## config.mk

```make
export PLATFORM = sky130hd
export DESIGN_NAME = imem_loader
export DESIGN_NICKNAME = d
export VERILOG_FILES = /design/src/rtl/imem_loader.sv
export SDC_FILE = /design/constraint.sdc
export NUM_CORES = 1
export LEC_CHECK = 0
export ABC_AREA = 1
export ABC_CLOCK_PERIOD_IN_PS = 2900
export BUFFER_PORTS_ARGS = -buffer_cell sky130_fd_sc_hd__buf_2
export CORE_MARGIN = 10
export CORE_UTILIZATION = 35
export CTS_CLUSTER_SIZE = 25
export DETAILED_ROUTE_END_ITERATION = 8
export PLACE_DENSITY_LB_ADDON = 0.2
export SLEW_MARGIN = 10
export SYNTH_ARGS = -nofsm -noshare
export SYNTH_HDL_FRONTEND = slang
export SYNTH_SLANG_ARGS = --single-unit
```

## constraint.sdc

```tcl
create_clock -name clk -period 2.9 [get_ports clk]
set_input_delay 0.58 -clock clk [delete_from_list [all_inputs] [get_ports clk]]
set_output_delay 0.58 -clock clk [all_outputs]
set_load 0.01 [all_outputs]
```

## src/rtl/imem_loader.sv

```systemverilog
// Run-time program loader and fetch-port arbiter for the instruction memory.
// Holds the core in reset while a byte stream is packed into words and written from word 0 upward.
module imem_loader #(
  parameter int N           = 32,
  parameter int ADDR_W      = 7,
  parameter int DEPTH       = 128,
  parameter int HOLD_CYCLES = 4,
  parameter int TIMEOUT     = 1000000
) (
  input  logic              clk,
  input  logic              reset,
  input  logic              ld_start,
  input  logic [7:0]        ld_count,
  input  logic [7:0]        rx_data,
  input  logic              rx_valid,
  output logic              rx_ready,
  input  logic [ADDR_W-1:0] cpu_addr,
  output logic [ADDR_W-1:0] mem_raddr,
  output logic              mem_we,
  output logic [ADDR_W-1:0] mem_waddr,
  output logic [N-1:0]      mem_wdata,
  output logic              cpu_reset,
  output logic              busy,
  output logic              done,
  output logic              error,
  output logic [7:0]        words_loaded
);

  localparam int BYTES = N / 8;
  localparam int BI_W  = (BYTES > 1) ? $clog2(BYTES) : 1;
  localparam int HC_W  = $clog2(HOLD_CYCLES + 1);
  localparam int TO_W  = $clog2(TIMEOUT + 1);
  localparam logic [8:0] DEPTH_C = 9'(DEPTH);

  typedef enum logic [2:0] {S_IDLE, S_LOAD, S_WRITE, S_HOLD, S_ERR} state_t;

  state_t            state_q, state_d;
  logic [BI_W-1:0]   byte_idx_q, byte_idx_d;
  logic [7:0]        word_idx_q, word_idx_d;
  logic [7:0]        count_q, count_d;
  logic [HC_W-1:0]   hold_q, hold_d;
  logic [TO_W-1:0]   to_cnt_q, to_cnt_d;
  logic              flag_q, flag_d;
  logic [N-1:0]      wbuf_q, wbuf_d;

  logic              cpu_reset_q, cpu_reset_d;
  logic              busy_q, busy_d;
  logic              mem_we_q, mem_we_d;
  logic [ADDR_W-1:0] mem_waddr_q, mem_waddr_d;
  logic [N-1:0]      mem_wdata_q, mem_wdata_d;
  logic              done_q, done_d;
  logic              error_q, error_d;
  logic [7:0]        wl_q, wl_d;

  logic start_ok, last_byte, to_expire, last_word;

  assign start_ok  = (ld_count != 8'd0) && ({1'b0, ld_count} <= DEPTH_C);
  assign last_byte = (byte_idx_q == BI_W'(BYTES - 1));
  assign to_expire = (to_cnt_q == TO_W'(TIMEOUT - 1));
  assign last_word = ((word_idx_q + 8'd1) == count_q);

  // State and control registers
  always_ff @(posedge clk) begin
    if (reset) begin
      state_q     <= S_HOLD;
      hold_q      <= HC_W'(HOLD_CYCLES);
      flag_q      <= 1'b0;
      byte_idx_q  <= '0;
      word_idx_q  <= '0;
      count_q     <= '0;
      to_cnt_q    <= '0;
      cpu_reset_q <= 1'b1;
      busy_q      <= 1'b1;
      mem_we_q    <= 1'b0;
      mem_waddr_q <= '0;
      mem_wdata_q <= '0;
      done_q      <= 1'b0;
      error_q     <= 1'b0;
      wl_q        <= '0;
    end else begin
      state_q     <= state_d;
      hold_q      <= hold_d;
      flag_q      <= flag_d;
      byte_idx_q  <= byte_idx_d;
      word_idx_q  <= word_idx_d;
      count_q     <= count_d;
      to_cnt_q    <= to_cnt_d;
      cpu_reset_q <= cpu_reset_d;
      busy_q      <= busy_d;
      mem_we_q    <= mem_we_d;
      mem_waddr_q <= mem_waddr_d;
      mem_wdata_q <= mem_wdata_d;
      done_q      <= done_d;
      error_q     <= error_d;
      wl_q        <= wl_d;
    end
  end

  // Assembly buffer is pure data; every byte lane is rewritten before use
  always_ff @(posedge clk) begin
    wbuf_q <= wbuf_d;
  end

  always_comb begin
    state_d    = state_q;
    byte_idx_d = byte_idx_q;
    word_idx_d = word_idx_q;
    count_d    = count_q;
    hold_d     = hold_q;
    to_cnt_d   = to_cnt_q;
    flag_d     = flag_q;
    wbuf_d     = wbuf_q;
    unique case (state_q)
      S_IDLE, S_ERR: begin
        if (ld_start) begin
          if (start_ok) begin
            state_d    = S_LOAD;
            byte_idx_d = '0;
            word_idx_d = '0;
            count_d    = ld_count;
            to_cnt_d   = '0;
          end else begin
            state_d = S_ERR;
          end
        end
      end
      S_LOAD: begin
        if (rx_valid) begin
          for (int k = 0; k < BYTES; k++) begin
            if (byte_idx_q == BI_W'(k)) wbuf_d[8*k +: 8] = rx_data;
          end
          to_cnt_d = '0;
          if (last_byte) begin
            byte_idx_d = '0;
            state_d    = S_WRITE;
          end else begin
            byte_idx_d = byte_idx_q + 1'b1;
          end
        end else if (to_expire) begin
          state_d = S_ERR;
        end else begin
          to_cnt_d = to_cnt_q + 1'b1;
        end
      end
      S_WRITE: begin
        word_idx_d = word_idx_q + 8'd1;
        if (last_word) begin
          state_d = S_HOLD;
          hold_d  = HC_W'(HOLD_CYCLES);
          flag_d  = 1'b1;
        end else begin
          state_d = S_LOAD;
        end
      end
      S_HOLD: begin
        hold_d = hold_q - 1'b1;
        if (hold_q == HC_W'(1)) begin
          state_d = S_IDLE;
          flag_d  = 1'b0;
        end
      end
      default: state_d = S_HOLD;
    endcase
  end

  // Registered outputs are computed from the state being entered
  always_comb begin
    cpu_reset_d = (state_d != S_IDLE);
    busy_d      = (state_d == S_LOAD) || (state_d == S_WRITE) || (state_d == S_HOLD);
    error_d     = (state_d == S_ERR);
    mem_we_d    = (state_d == S_WRITE);
    mem_waddr_d = mem_waddr_q;
    mem_wdata_d = mem_wdata_q;
    done_d      = (state_q == S_HOLD) && (state_d == S_IDLE) && flag_q;
    wl_d        = wl_q;
    if ((state_q == S_LOAD) && (state_d == S_WRITE)) begin
      mem_waddr_d = word_idx_q[ADDR_W-1:0];
      mem_wdata_d = wbuf_d;
    end
    if (((state_q == S_IDLE) || (state_q == S_ERR)) && (state_d == S_LOAD)) begin
      wl_d = '0;
    end else if (state_q == S_WRITE) begin
      wl_d = word_idx_q + 8'd1;
    end
    rx_ready  = (state_q == S_LOAD);
    mem_raddr = (state_q == S_IDLE) ? cpu_addr : '0;
  end

  assign cpu_reset    = cpu_reset_q;
  assign busy         = busy_q;
  assign mem_we       = mem_we_q;
  assign mem_waddr    = mem_waddr_q;
  assign mem_wdata    = mem_wdata_q;
  assign done         = done_q;
  assign error        = error_q;
  assign words_loaded = wl_q;

endmodule

```

# [After elaboration in Yosys (flattened, before gate mapping)]
# Cells that the tools add are included.
[word_totals] reg_bits=129 in_bits=27 output_inout_bits=60 word_cells=98
[classes] n_addsub=4 n_lt_le_gt_ge=1 n_eq_ne=20 n_mux=33 n_reduce_logical=24
[ops] cell="20-bit two-way mux" count=4
[ops] cell="32-bit two-way mux" count=2
[ops] cell="8-bit two-way mux" count=6
[ops] cell="20-bit case mux with 2 select lines" count=1
[ops] cell="3-bit two-way mux" count=7
[ops] cell="20-bit by 1-bit adder with 20-bit output (second input constant)" count=1
[ops] cell="20-bit equality test (second input constant)" count=1
[ops] cell="8-bit case mux with 2 select lines" count=1
[ops] cell="3-bit by 2-bit equality test with 1-bit output (second input constant)" count=4
[ops] cell="3-bit case mux with 4 select lines" count=1
[ops] cell="2-bit two-way mux" count=5
[ops] cell="2-bit != test (second input constant)" count=5
[ops] cell="3-bit by 1-bit equality test with 1-bit output (second input constant)" count=3
[ops] cell="3-bit AND reduction" count=3
[ops] cell="8-bit by 1-bit adder with 8-bit output (second input constant)" count=1
[ops] cell="8-bit equality test" count=1
[ops] cell="8-bit less-or-equal comparator (second input constant)" count=1
[ops] cell="4-bit AND reduction" count=2
[ops] cell="8-bit nonzero test" count=1
[ops] cell="7-bit two-way mux" count=1
[ops] cell="3-bit equality test (second input constant)" count=2
[ops] cell="3-bit logical NOT" count=2
[ops] cell="3-bit case mux with 2 select lines" count=1
[ops] cell="2-bit nonzero test" count=3
[ops] cell="14 further kinds" count=23

# [Logic depth before layout (Yosys ltp)]
# Gate-level depths: netlist of run 1.
[depth] depth_word=8 ltp_mapped=14 depth_no_buf=14

# [Least setup slack after synthesis of run 1]
# OpenSTA, ideal clock, no wires.
[synth_timing] kind="input to register" startpoint="input ld_count[2]" endpoint="register to_cnt_q[14]" setup_ns=0.073 arrival_ns=1.602 t_required_ns=2.827 path_slack_ns=1.225 stages=11 path_buffers=1 cell_sequence="nor2_1 -> and2_1 -> nand2_1 -> nand2_1 -> nand2_1 -> nand2_1 -> nand2_1 -> nor2_2 -> buf_4 -> a21oi_1 -> nor3_2"
[synth_between] elab_chain_cells=4 elab_cells_between_ends=5 classes_between="order compare (1); eq/ne (1); reduce/logical (3)"
[synth_rtl] item="from (decl)" line="13" rtl="input logic [7:0] ld_count,"
[synth_rtl] item="8-bit less-or-equal comparator / 8-bit nonzero test (equally long branches)" line="57" rtl="assign start_ok = (ld_count != 8'd0) && ({1'b0, ld_count} <= DEPTH_C);"
[synth_rtl] item="1-bit logical AND *" line="57"
[synth_rtl] item="2-bit != test (no source line) *"
[synth_rtl] item="4-bit AND reduction (no source line) *"
[synth_rtl] item="to (signal assigned)" line="87" rtl="to_cnt_q <= to_cnt_d;"
[synth_rtl] item="to (decl)" line="42" rtl="logic [TO_W-1:0] to_cnt_q, to_cnt_d;"
# Every way passes the cells marked *; elsewhere a longest branch is shown, timed or not.
# A chain may end at the register's enable or synchronous reset.

# [Final worst setup path of run 1]
[layout_timing] startpoint="register state_q[0]" endpoint="output mem_raddr[4]"
[layout_between] elab_chain_cells=2
[layout_rtl] item="from (decl)" line="37" rtl="state_t state_q, state_d;"
[layout_rtl] item="from (signal assigned)" line="81" rtl="state_q <= state_d;"
[layout_rtl] item="3-bit logical NOT" line="186" rtl="mem_raddr = (state_q == S_IDLE) ? cpu_addr : '0;"
[layout_rtl] item="7-bit two-way mux" line="186"
[layout_rtl] item="to (decl)" line="18" rtl="output logic [ADDR_W-1:0] mem_raddr,"
# No other way between the ends.

==> flow_metrics.tcl, run 1 <==
set metrics [dict create \
    cts_buffers 17 \
    crit_type "reg -> out" \
    ff_latch_area_mm2 0.00242 \
    maxCapViolCount 0 \
    setup_viol 0 \
    startpoint_type "flop" \
    clkPwrFrac 0.435 \
    yosysTopAreaCell "dfxtp_1" \
    fp.dieH_um 143 \
    hold_viol 0 \
    fillers 1557 \
    whs_ns 0.430 \
    min_period_ns 2.12 \
    slew_headroom 0.478 \
    final_area_mm2 0.00649 \
    worstMarginPinSlew_ns 0.778 \
    cts_hold_buf 0 \
    place_area_mm2 0.00587 \
    drt_wl_total_um 13900 \
    setup_tns_ns 0 \
    diodes 0 \
    die-area_mm2 0.0204 \
    crit_fanout 7 \
    wl_per_cell_um 13.8 \
    grt_antenna_before_repair 0 \
    first_pass_iters 4 \
    routabilityCongestion 0.844 \
    power_density_mw_per_mm2 766 \
    layout-drive-gt1-share 0.216 \
    p_seq_frac 0.379 \
    syn_area_per_cell_um2 7.31 \
    cts_root_buffer "clkbuf_16" \
    place_inst 975 \
    p_comb_frac 0.185 \
    ios 87 \
    crit_path_end_kind "primary output" \
    viasPerCell 4.79 \
    clockBufferDepth 2 \
    start_util 0.360 \
    core_mm2 0.0147 \
    synth_mux_area_frac 0 \
    synth_fa_ha_area_frac 0.0189 \
    synth_compound_area_frac 0.132 \
    yosys_warnings 0 \
    worstSkewPairLatency_ns 0.41 \
    fin_nets 845 \
    grt.total_usage 0.139 \
    grt_pass1_vias 4689 \
    switchingPower_uw 1490 \
    cp.required_ns 2.32 \
    synthTopCellsByArea "dfxtp_1 (46%), nand2_1 (15%), a21oi_1 (8.0%), nor2_1 (4.3%), nand3_1 (3.9%)" \
    ctsResizeCount 0 \
    synthSimpleGateAreaFrac 0.312 \
    grt-ovfl-total 0 \
    fin_crit_sh 0.729 \
    synth_area_mm2 0.00530 \
    dr.first_iter.drc_count 307 \
    synth_top_area_share 0.457 \
    die_x_um 143 \
    cts_tree "built" \
    grt_pass1_wl_um 22900 \
    portBuffers 86 \
    final_max_slew_viol_count 0 \
    synth_xor_area_frac 0.0116 \
    rsz0062_at_grt "no" \
    switching_share 0.300 \
    multi_input_area_mm2 0.00251 \
    synth-seq-cells 121 \
    ir_worst_vdd_mv 0.398 \
    fin_worst_skew_ns 0.00493 \
    ys_seq_area_frac 0.457 \
    drcViolationCount 0 \
    synth_common_cells "nand2_1 (206), dfxtp_1 (121), a21oi_1 (85)" \
    via_count 4819 \
    fmax_mhz 473 \
    post_cts.repair.setup_buffers 0 \
    drtAntennaViolNets 0 \
    yosysMostFrequentCell "nand2_1" \
    htree_levels 4 \
    synthToLayoutAreaGrowth_pct 22.5 \
    worstHoldPathType "in -> reg" \
    p_leak_uw 0.00271 \
    synth_top_family_by_area "simple AND/OR/NAND/NOR gates" \
    utilization 0.441 \
    dp_hpwl_um 10100 \
    syn_inst 724 \
    intPower_uw 3480 \
    ys_types 35 \
    path_clk_slew_ns 0.06 \
    status "finished, final reports clean" \
    rows 44 \
    async_reset_ff_frac 0 \
    syn_nets 759 \
    cts_sinks 121 \
    synth-main-ff-cell "dfxtp_1" \
    synth_edf_count 0 \
    final_cell_count_no_fill 1007 \
    grt_max_degree 62 \
    cp.arrival_ns 1.54 \
]
==> layer usage <==
metal  vias up  GRT usage  share of wire
met4         0     0.0586          0.014
li1       2517          -              -
met5         -          0              0
met3        16     0.0418          0.057
met1      2167      0.171           0.48
met2       119      0.219           0.45
==> cell families (layout without fill, tap and decap cells) <==
group           after synthesis  in the layout
simple gates                366            366
fa+ha+maj                     8              8
flops                       121            121
buf+inv                      89            188
compound gates              133            133
xor+xnor                      7              7
==> worst max-delay path, cell delays in order, from the launching register on <==
cell	delay (ns)
dfxtp_1	0.41
inv_2	0.05
nand2_1	0.16
inv_2	0.08
nand2_1	0.20
nor2_1	0.07
buf_2	0.14
==> cell type report <==
cell class / instances / area share
Multi-Input combinational cell: 514 / 0.387
Sequential cell: 121 / 0.373
Timing Repair Buffer: 91 / 0.0721
Clock buffer: 18 / 0.0677
Inverter: 65 / 0.0376
Tap cell: 184 / 0.0355
Clock inverter: 14 / 0.0270
==> registers in the layout, summed over array words and instances (netlist names), 7 cells and up <==
name and flops:
mem_wdata 32, words_loaded 8, to_cnt_q 20, wbuf_q 24, count_q 8, word_idx_q 8, mem_waddr 7
==> cells in the final DEF (no fill, tap or decap), types with 4 or more instances in the layout <==
master,instances
nand2_1,206
dfxtp_1,121
buf_2,86
a21oi_1,85
nor2_1,61
inv_1,52
nand3_1,41
o21ai_0,37
clkbuf_16,17
nand4_1,12
inv_2,11
nand2_2,11
ha_1,8
o21ai_2,7
nor3_2,7
nor3_1,7
clkinv_4,6
nor2_2,5
buf_4,5
nor2_4,4
xor2_1,4
==> path summary, 6_finish.rpt <==
path                                      to  slack, ns                      from  cells after the start
hold / removal    mem_wdata[26]$_SDFFE_PP0P_       0.43                rx_data[2]                      3
setup / recovery                mem_raddr[4]       0.78     state_q[0]$_SDFF_PP1_                      6
setup reg to reg    to_cnt_q[4]$_SDFFE_PP0P_       0.88  to_cnt_q[0]$_SDFFE_PP0P_                      8
hold reg to reg           wbuf_q[16]$_DFF_P_       0.45        wbuf_q[16]$_DFF_P_                      2
==> power groups by stage <==
| stage | combinational (uW) | sequential, uW | clock (uW) |
|---|---|---|---|
| 2_1_floorplan | 688 | 1910 | 0 |
| 3_3_place_gp | 934 | 1920 | 0 |
| 3_5_place_dp | 930 | 1920 | 0 |
| 4_1_cts | 934 | 1880 | 2210 |
| 5_1_grt | 1060 | 1900 | 2280 |
| 6_report | 922 | 1880 | 2160 |
==> per-stage QoR <==
| step | power, uW | worst slack (ns) |
|---|---|---|
| 6_report | 4970 | 0.785 |
| 5_1_grt | 5240 | 0.621 |
| 4_1_cts | 5030 | 0.742 |
| 3_5_place_dp | 2850 | 0.727 |
| 3_3_place_gp | 2850 | 0.740 |
| 2_1_floorplan | 2600 | 1.22 |
Note: power is estimated with default switching activity, not from simulation.
==> inputs of run 2 (changes only) <==
--- a/config.mk
+++ b/config.mk
@@ -6,7 +6,7 @@
 export NUM_CORES = 1
 export LEC_CHECK = 0
 export ABC_AREA = 1
-export ABC_CLOCK_PERIOD_IN_PS = 2900
+export ABC_CLOCK_PERIOD_IN_PS = 2100
 export BUFFER_PORTS_ARGS = -buffer_cell sky130_fd_sc_hd__buf_2
 export CORE_MARGIN = 10
 export CORE_UTILIZATION = 35
==> constraint.sdc (replaced) <==
create_clock -name clk -period 2.1 [get_ports clk]
set_input_delay 0.42 -clock clk [delete_from_list [all_inputs] [get_ports clk]]
set_output_delay 0.42 -clock clk [all_outputs]
set_load 0.01 [all_outputs]
==> run 2 against run 1 <==
First-iteration DRC count is 24% lower. Cell count is 0.99% higher. Sequential share of layout area is 0.31 points lower. Global-route usage hardly changed. Non-clock buffer count is 10 higher. Cell area is 0.89% higher. Critical endpoint unchanged.
==> flow_metrics.tcl, run 2 (synthesis gave the netlist of run 1 again) <==
set metrics [dict create \
    status "finished, final reports clean" \
    cts_tree "built" \
    largest_reg_flops 32 \
    maxCapViolCount 0 \
    worstMarginPinSlew_ns 0.586 \
    crit_type "reg -> out" \
    via_count 4804 \
    final_area_mm2 0.00655 \
    fp.dieH_um 143 \
    drtAntennaViolNets 0 \
    rows 44 \
    ir_worst_vdd_mv 0.620 \
    fin_crit_sh 0.929 \
    path_clk_slew_ns 0.06 \
    wl_per_cell_um 13.6 \
    cts_sinks 121 \
    crit_path_end_kind "primary output" \
    fmax_mhz 513 \
    grt_pass1_wl_um 22800 \
    p_leak_uw 0.00275 \
    layout_commonest_cell "nand2_1" \
    cp.arrival_ns 1.53 \
    mostFrequentLayoutCells "nand2_1 (206), dfxtp_1 (120), buf_2 (86)" \
    htree_levels 4 \
    dp_hpwl_um 10300 \
    first_pass_iters 4 \
    min_period_ns 1.95 \
    fin_nets 855 \
    portBuffers 86 \
    layout-drive-gt1-share 0.228 \
    startpoint_type "flop" \
    setup_viol 0 \
    utilization 0.445 \
    core_mm2 0.0147 \
    drcViolationCount 0 \
    rsz0062_at_grt "no" \
    hold_viol 0 \
    reg2reg_to "hold_q[0]$_SDFFE_PP0P_" \
    post_cts.repair.setup_buffers 0 \
    r2r-start "word_idx_q[1]$_SDFFE_PP0P_" \
    viasPerCell 4.72 \
    grt_antenna_before_repair 0 \
    dr.first_iter.drc_count 233 \
    place_area_mm2 0.00595 \
    power_density_mw_per_mm2 1050 \
    die-area_mm2 0.0204 \
    grt_max_degree 52 \
    critPathLaunch "state_q[0]$_SDFF_PP1_" \
    worstSkewPairLatency_ns 0.42 \
    die_x_um 143 \
    start_util 0.360 \
    synthToLayoutAreaGrowth_pct 23.6 \
    worstHoldPathType "in -> reg" \
    routabilityCongestion 0.863 \
    drt_wl_total_um 13900 \
    grt.total_usage 0.139 \
    endpoint "mem_raddr[4]" \
    worstRegToRegCells 12 \
    cts_buffers 17 \
    ios 87 \
    diodes 0 \
    cp.required_ns 1.68 \
    setup_tns_ns 0 \
    clockBufferDepth 2 \
    ff2ff_setup_slack_ns 0.23 \
    slew_headroom 0.609 \
    grt_pass1_vias 4600 \
    fin_worst_skew_ns 0.00754 \
    crit_fanout 7 \
    cts_root_buffer "clkbuf_16" \
    grt-ovfl-total 0 \
    final_max_slew_viol_count 0 \
]
-- run 2: cell type report --
class                   count  area (um2)
clock inverters            15         168
clock buffers              17         425
well taps                 184         230
flip-flops and latches    121        2420
repair buffers            101         543
fillers                  1548        8150
multi-input cells         514        2510
inverters                  65         244
-- run 2: power breakdown --
group	internal (uW)	switching, uW	leakage [uW]
logic	458	896	0.00148
clock network	1770	1130	0.000290
registers	2500	91.3	0.000980
-- run 2: worst min path at each step --
stage	start	endpoint	slack, ns	cells after the start
after detailed placement	wbuf_q[8]$_DFF_P_	wbuf_q[8]$_DFF_P_	0.44	2
after global placement	wbuf_q[1]$_DFF_P_	wbuf_q[1]$_DFF_P_	0.43	2
after CTS	rx_data[0]	mem_wdata[24]$_SDFFE_PP0P_	0.26	3
final	rx_data[2]	mem_wdata[26]$_SDFFE_PP0P_	0.27	3
after global routing	rx_data[3]	mem_wdata[27]$_SDFFE_PP0P_	0.27	3
after floorplan	flag_q$_SDFFE_PP0P_	done$_SDFF_PP0_	0.42	2
-- run 2: metrics by stage --
step / hold WS (ns) / total power (uW) / std cells / setup WS, ns
6_report: 0.270 / 6850 / 1017 / 0.149
5_1_grt: 0.266 / 7210 / 1017 / 0.0188
4_1_cts: 0.257 / 6920 / 1017 / 0.120
3_5_place_dp: 0.435 / 4010 / 985 / 0.220
3_3_place_gp: 0.430 / 4000 / 985 / 0.255
2_1_floorplan: 0.419 / 3590 / 724 / 0.452
-- run 2: repair_timing --
item,4_1_cts,5_1_grt
resized for setup,0,2
endpoints found under the setup margin,0,1
hold buffers,0,0
-- run 2: routing by layer --
layer	global-route usage	vias to the layer above	share of wire
met5	0	-	0
met4	0.0407	0	0.010
met3	0.0514	13	0.065
met2	0.224	106	0.45
met1	0.169	2150	0.48
li1	-	2535	-
-- run 2: critical path, stage by stage, from the launching register on --
cell and delay [ns]:
dfxtp_1 0.40, inv_2 0.05, nand2_1 0.15, inv_2 0.08, nand2_1 0.22, nor2_1 0.07, buf_2 0.15
==> inputs of run 3 (changes only) <==
--- a/config.mk
+++ b/config.mk
@@ -5,8 +5,7 @@
 export SDC_FILE = /design/constraint.sdc
 export NUM_CORES = 1
 export LEC_CHECK = 0
-export ABC_AREA = 1
-export ABC_CLOCK_PERIOD_IN_PS = 2100
+export ABC_CLOCK_PERIOD_IN_PS = 2200
 export BUFFER_PORTS_ARGS = -buffer_cell sky130_fd_sc_hd__buf_2
 export CORE_MARGIN = 10
 export CORE_UTILIZATION = 35
==> constraint.sdc (replaced) <==
create_clock -name clk -period 2.2 [get_ports clk]
set_input_delay 0.44 -clock clk [delete_from_list [all_inputs] [get_ports clk]]
set_output_delay 0.44 -clock clk [all_outputs]
set_load 0.01 [all_outputs]
==> run 3 against run 2 <==
Sequential cell count did not move. Synthesized cell count fell by 19%. Setup slack got worse by 0.11 ns. Largest power group unchanged.
==> flow_metrics.tcl, run 3 <==
set metrics [dict create \
    status "finished, final reports clean" \
    fin_crit_sh 0.981 \
    rows 43 \
    path_delay_family "simple AND/OR/NAND/NOR gates" \
    min_period_ns 2.16 \
    worstSkewPairLatency_ns 0.42 \
    crit_path_end_kind "flop" \
    via_count 4489 \
    p_comb_frac 0.155 \
    drcViolationCount 0 \
    synthTopCellsByArea "dfxtp_1 (48%), nand2_1 (8.2%), a21oi_1 (6.7%), mux2_2 (5.3%), nor2_1 (2.8%)" \
    diodes 0 \
    syn_nets 618 \
    p_seq_frac 0.378 \
    grt_pass1_vias 4429 \
    hold_viol 0 \
    synth-main-ff-cell "dfxtp_1" \
    cts_buffers 17 \
    final_max_slew_viol_count 0 \
    final_area_mm2 0.00667 \
    grt.total_usage 0.138 \
    slowest_stage "or4_4" \
    htree_levels 4 \
    syn_area_per_cell_um2 8.70 \
    worstMarginPinSlew_ns 0.677 \
    setup_tns_ns 0 \
    slew_headroom 0.549 \
    ys_types 56 \
    r2r-start "to_cnt_q[0]$_SDFFE_PP0P_" \
    grt_max_degree 40 \
    place_area_mm2 0.00595 \
    switching_share 0.256 \
    worstPathBufferInverterCount 2 \
    synthToLayoutAreaGrowth_pct 31.4 \
    fp.dieH_um 140 \
    clkPwrFrac 0.467 \
    routabilityCongestion 0.883 \
    synth_top_area_share 0.477 \
    cp.arrival_ns 2.51 \
    yosys_warnings 0 \
    ios 87 \
    yosysMostFrequentCell "dfxtp_1" \
    first_pass_iters 4 \
    largest_reg_flops 32 \
    fin_worst_skew_ns 0.00568 \
    core_mm2 0.0140 \
    die-area_mm2 0.0197 \
    cp_num_cells 7 \
    endpoint "to_cnt_q[8]$_SDFFE_PP0P_" \
    cts_tree "built" \
    async_reset_ff_frac 0 \
    worstHoldPathType "in -> reg" \
    syn_inst 583 \
    critPathLaunch "ld_count[3]" \
    viasPerCell 5.04 \
    ir_worst_vdd_mv 0.538 \
    clockBufferDepth 2 \
    mostFrequentLayoutCells "dfxtp_1 (121), nand2_1 (109), buf_2 (86)" \
    switchingPower_uw 1680 \
    synth_edf_count 0 \
    critical_path.max_stage_delay_ns 0.54 \
    rsz0062_at_grt "no" \
    synth-seq-cells 121 \
    power_density_mw_per_mm2 987 \
    wl_per_cell_um 15.4 \
    layout-drive-gt1-share 0.293 \
    cts_root_buffer "clkbuf_16" \
    grt-ovfl-total 0 \
    intPower_uw 4890 \
    cp.required_ns 2.55 \
    yosysTopAreaCell "dfxtp_1" \
    portBuffers 86 \
    fmax_mhz 463 \
    dr.first_iter.drc_count 246 \
    ys_seq_area_frac 0.477 \
    post_cts.repair.setup_buffers 0 \
    start_util 0.361 \
    ff2ff_setup_slack_ns 0.12 \
    crit_fanout 8 \
    setup_viol 0 \
    reg2reg_to "to_cnt_q[16]$_SDFFE_PP0P_" \
    drt_wl_total_um 13700 \
    path_clk_slew_ns 0.06 \
    worstRegToRegCells 8 \
    layout_commonest_cell "dfxtp_1" \
    grt_pass1_wl_um 21900 \
    utilization 0.475 \
    p_leak_uw 0.00267 \
    startpoint_type "input pin" \
    fin_nets 733 \
    synth_common_cells "dfxtp_1 (121), nand2_1 (111), a21oi_1 (68)" \
    dp_hpwl_um 10100 \
    cts_sinks 121 \
    die_x_um 140 \
    synth_area_mm2 0.00507 \
    crit_type "in -> reg" \
    crit_path_cell_trace "buf_2, or4_4, or3_4, and4_4, or3_1, buf_4, nor2_1" \
    maxCapViolCount 0 \
    grt_antenna_before_repair 1 \
    drtAntennaViolNets 0 \
]
## run 3: changes by cell type in the layout (fill, tap and decap cells not counted), moves of 11 or more
cell,delta
a21oi_1,-17
nand2_1,-97
buf_4,+31
nand3_1,-22
o21ai_0,-29
nor2_1,-23
mux2_2,+24
inv_1,-43
inv_2,-11
## run 3: cell type report
class                   instances  area, um2
fillers                      1320       7380
multi-input cells             416       2530
flip-flops and latches        121       2420
repair buffers                133        796
clock buffers                  18        439
well taps                     180        225
clock inverters                14        218
inverters                       9       33.8
## run 3: metrics by stage
stage,total power [uW],setup slack [ns],hold slack (ns),std cells
finish,6580,0.0419,0.276,891
global placement,3510,-0.304,0.442,859
global route,6870,0.00194,0.278,891
floorplan,3180,-0.247,0.422,583
detailed placement,3540,-0.404,0.445,859
CTS,6620,0.0103,0.268,891
## run 3: routing by layer
metal,vias to the layer above,GRT usage,wire length (um)
li1,2270,-,-
met1,2103,0.147,5810
met2,89,0.240,6940
met3,25,0.0467,685
met4,2,0.0620,272
met5,-,0,17
## run 3: logic make-up (layout without fill, tap and decap cells)
logic type | Yosys count | count (layout) | share of synthesized area
compound gates | 120 | 120 | 0.145
xor+xnor | 23 | 23 | 0.0424
fa+ha+maj | 8 | 8 | 0.0197
buf+inv | 46 | 174 | 0.0363
flops | 121 | 121 | 0.477
mux | 27 | 27 | 0.0592
simple gates | 238 | 238 | 0.220
## run 3: worst reg2reg max path, delay by kind of cell (launching register included)
family	cells	cell delay, ns
simple gates	4	0.84
buf+inv	1	0.14
flops	1	0.33
fa+ha+maj	1	0.29
compound gates	2	0.40
## run 3: how the worst min path moves through the flow
stage                                          start                         end  slack (ns)  cells after the start
after global routing                     ld_count[3]     count_q[3]$_SDFFE_PP0P_        0.28                      3
after global placement    mem_wdata[24]$_SDFFE_PP0P_  mem_wdata[24]$_SDFFE_PP0P_        0.44                      2
after detailed placement  mem_wdata[24]$_SDFFE_PP0P_  mem_wdata[24]$_SDFFE_PP0P_        0.45                      2
after CTS                                ld_count[2]     count_q[2]$_SDFFE_PP0P_        0.27                      3
final                                    ld_count[2]     count_q[2]$_SDFFE_PP0P_        0.28                      3
after floorplan                  flag_q$_SDFFE_PP0P_             done$_SDFF_PP0_        0.42                      2
## run 3: power by group through the flow
| stage | clock (uW) | sequential (uW) | combinational, uW |
|---|---|---|---|
| floorplan | 0 | 2540 | 642 |
| global placement | 0 | 2520 | 982 |
| detailed placement | 0 | 2540 | 1000 |
| CTS | 3130 | 2490 | 1000 |
| global route | 3220 | 2510 | 1130 |
| finish | 3070 | 2490 | 1020 |
## run 3: what timing repair did
action,4_1_cts,5_1_grt
endpoints found under the setup margin,0,25
resized for setup,0,12
hold buffers,0,0
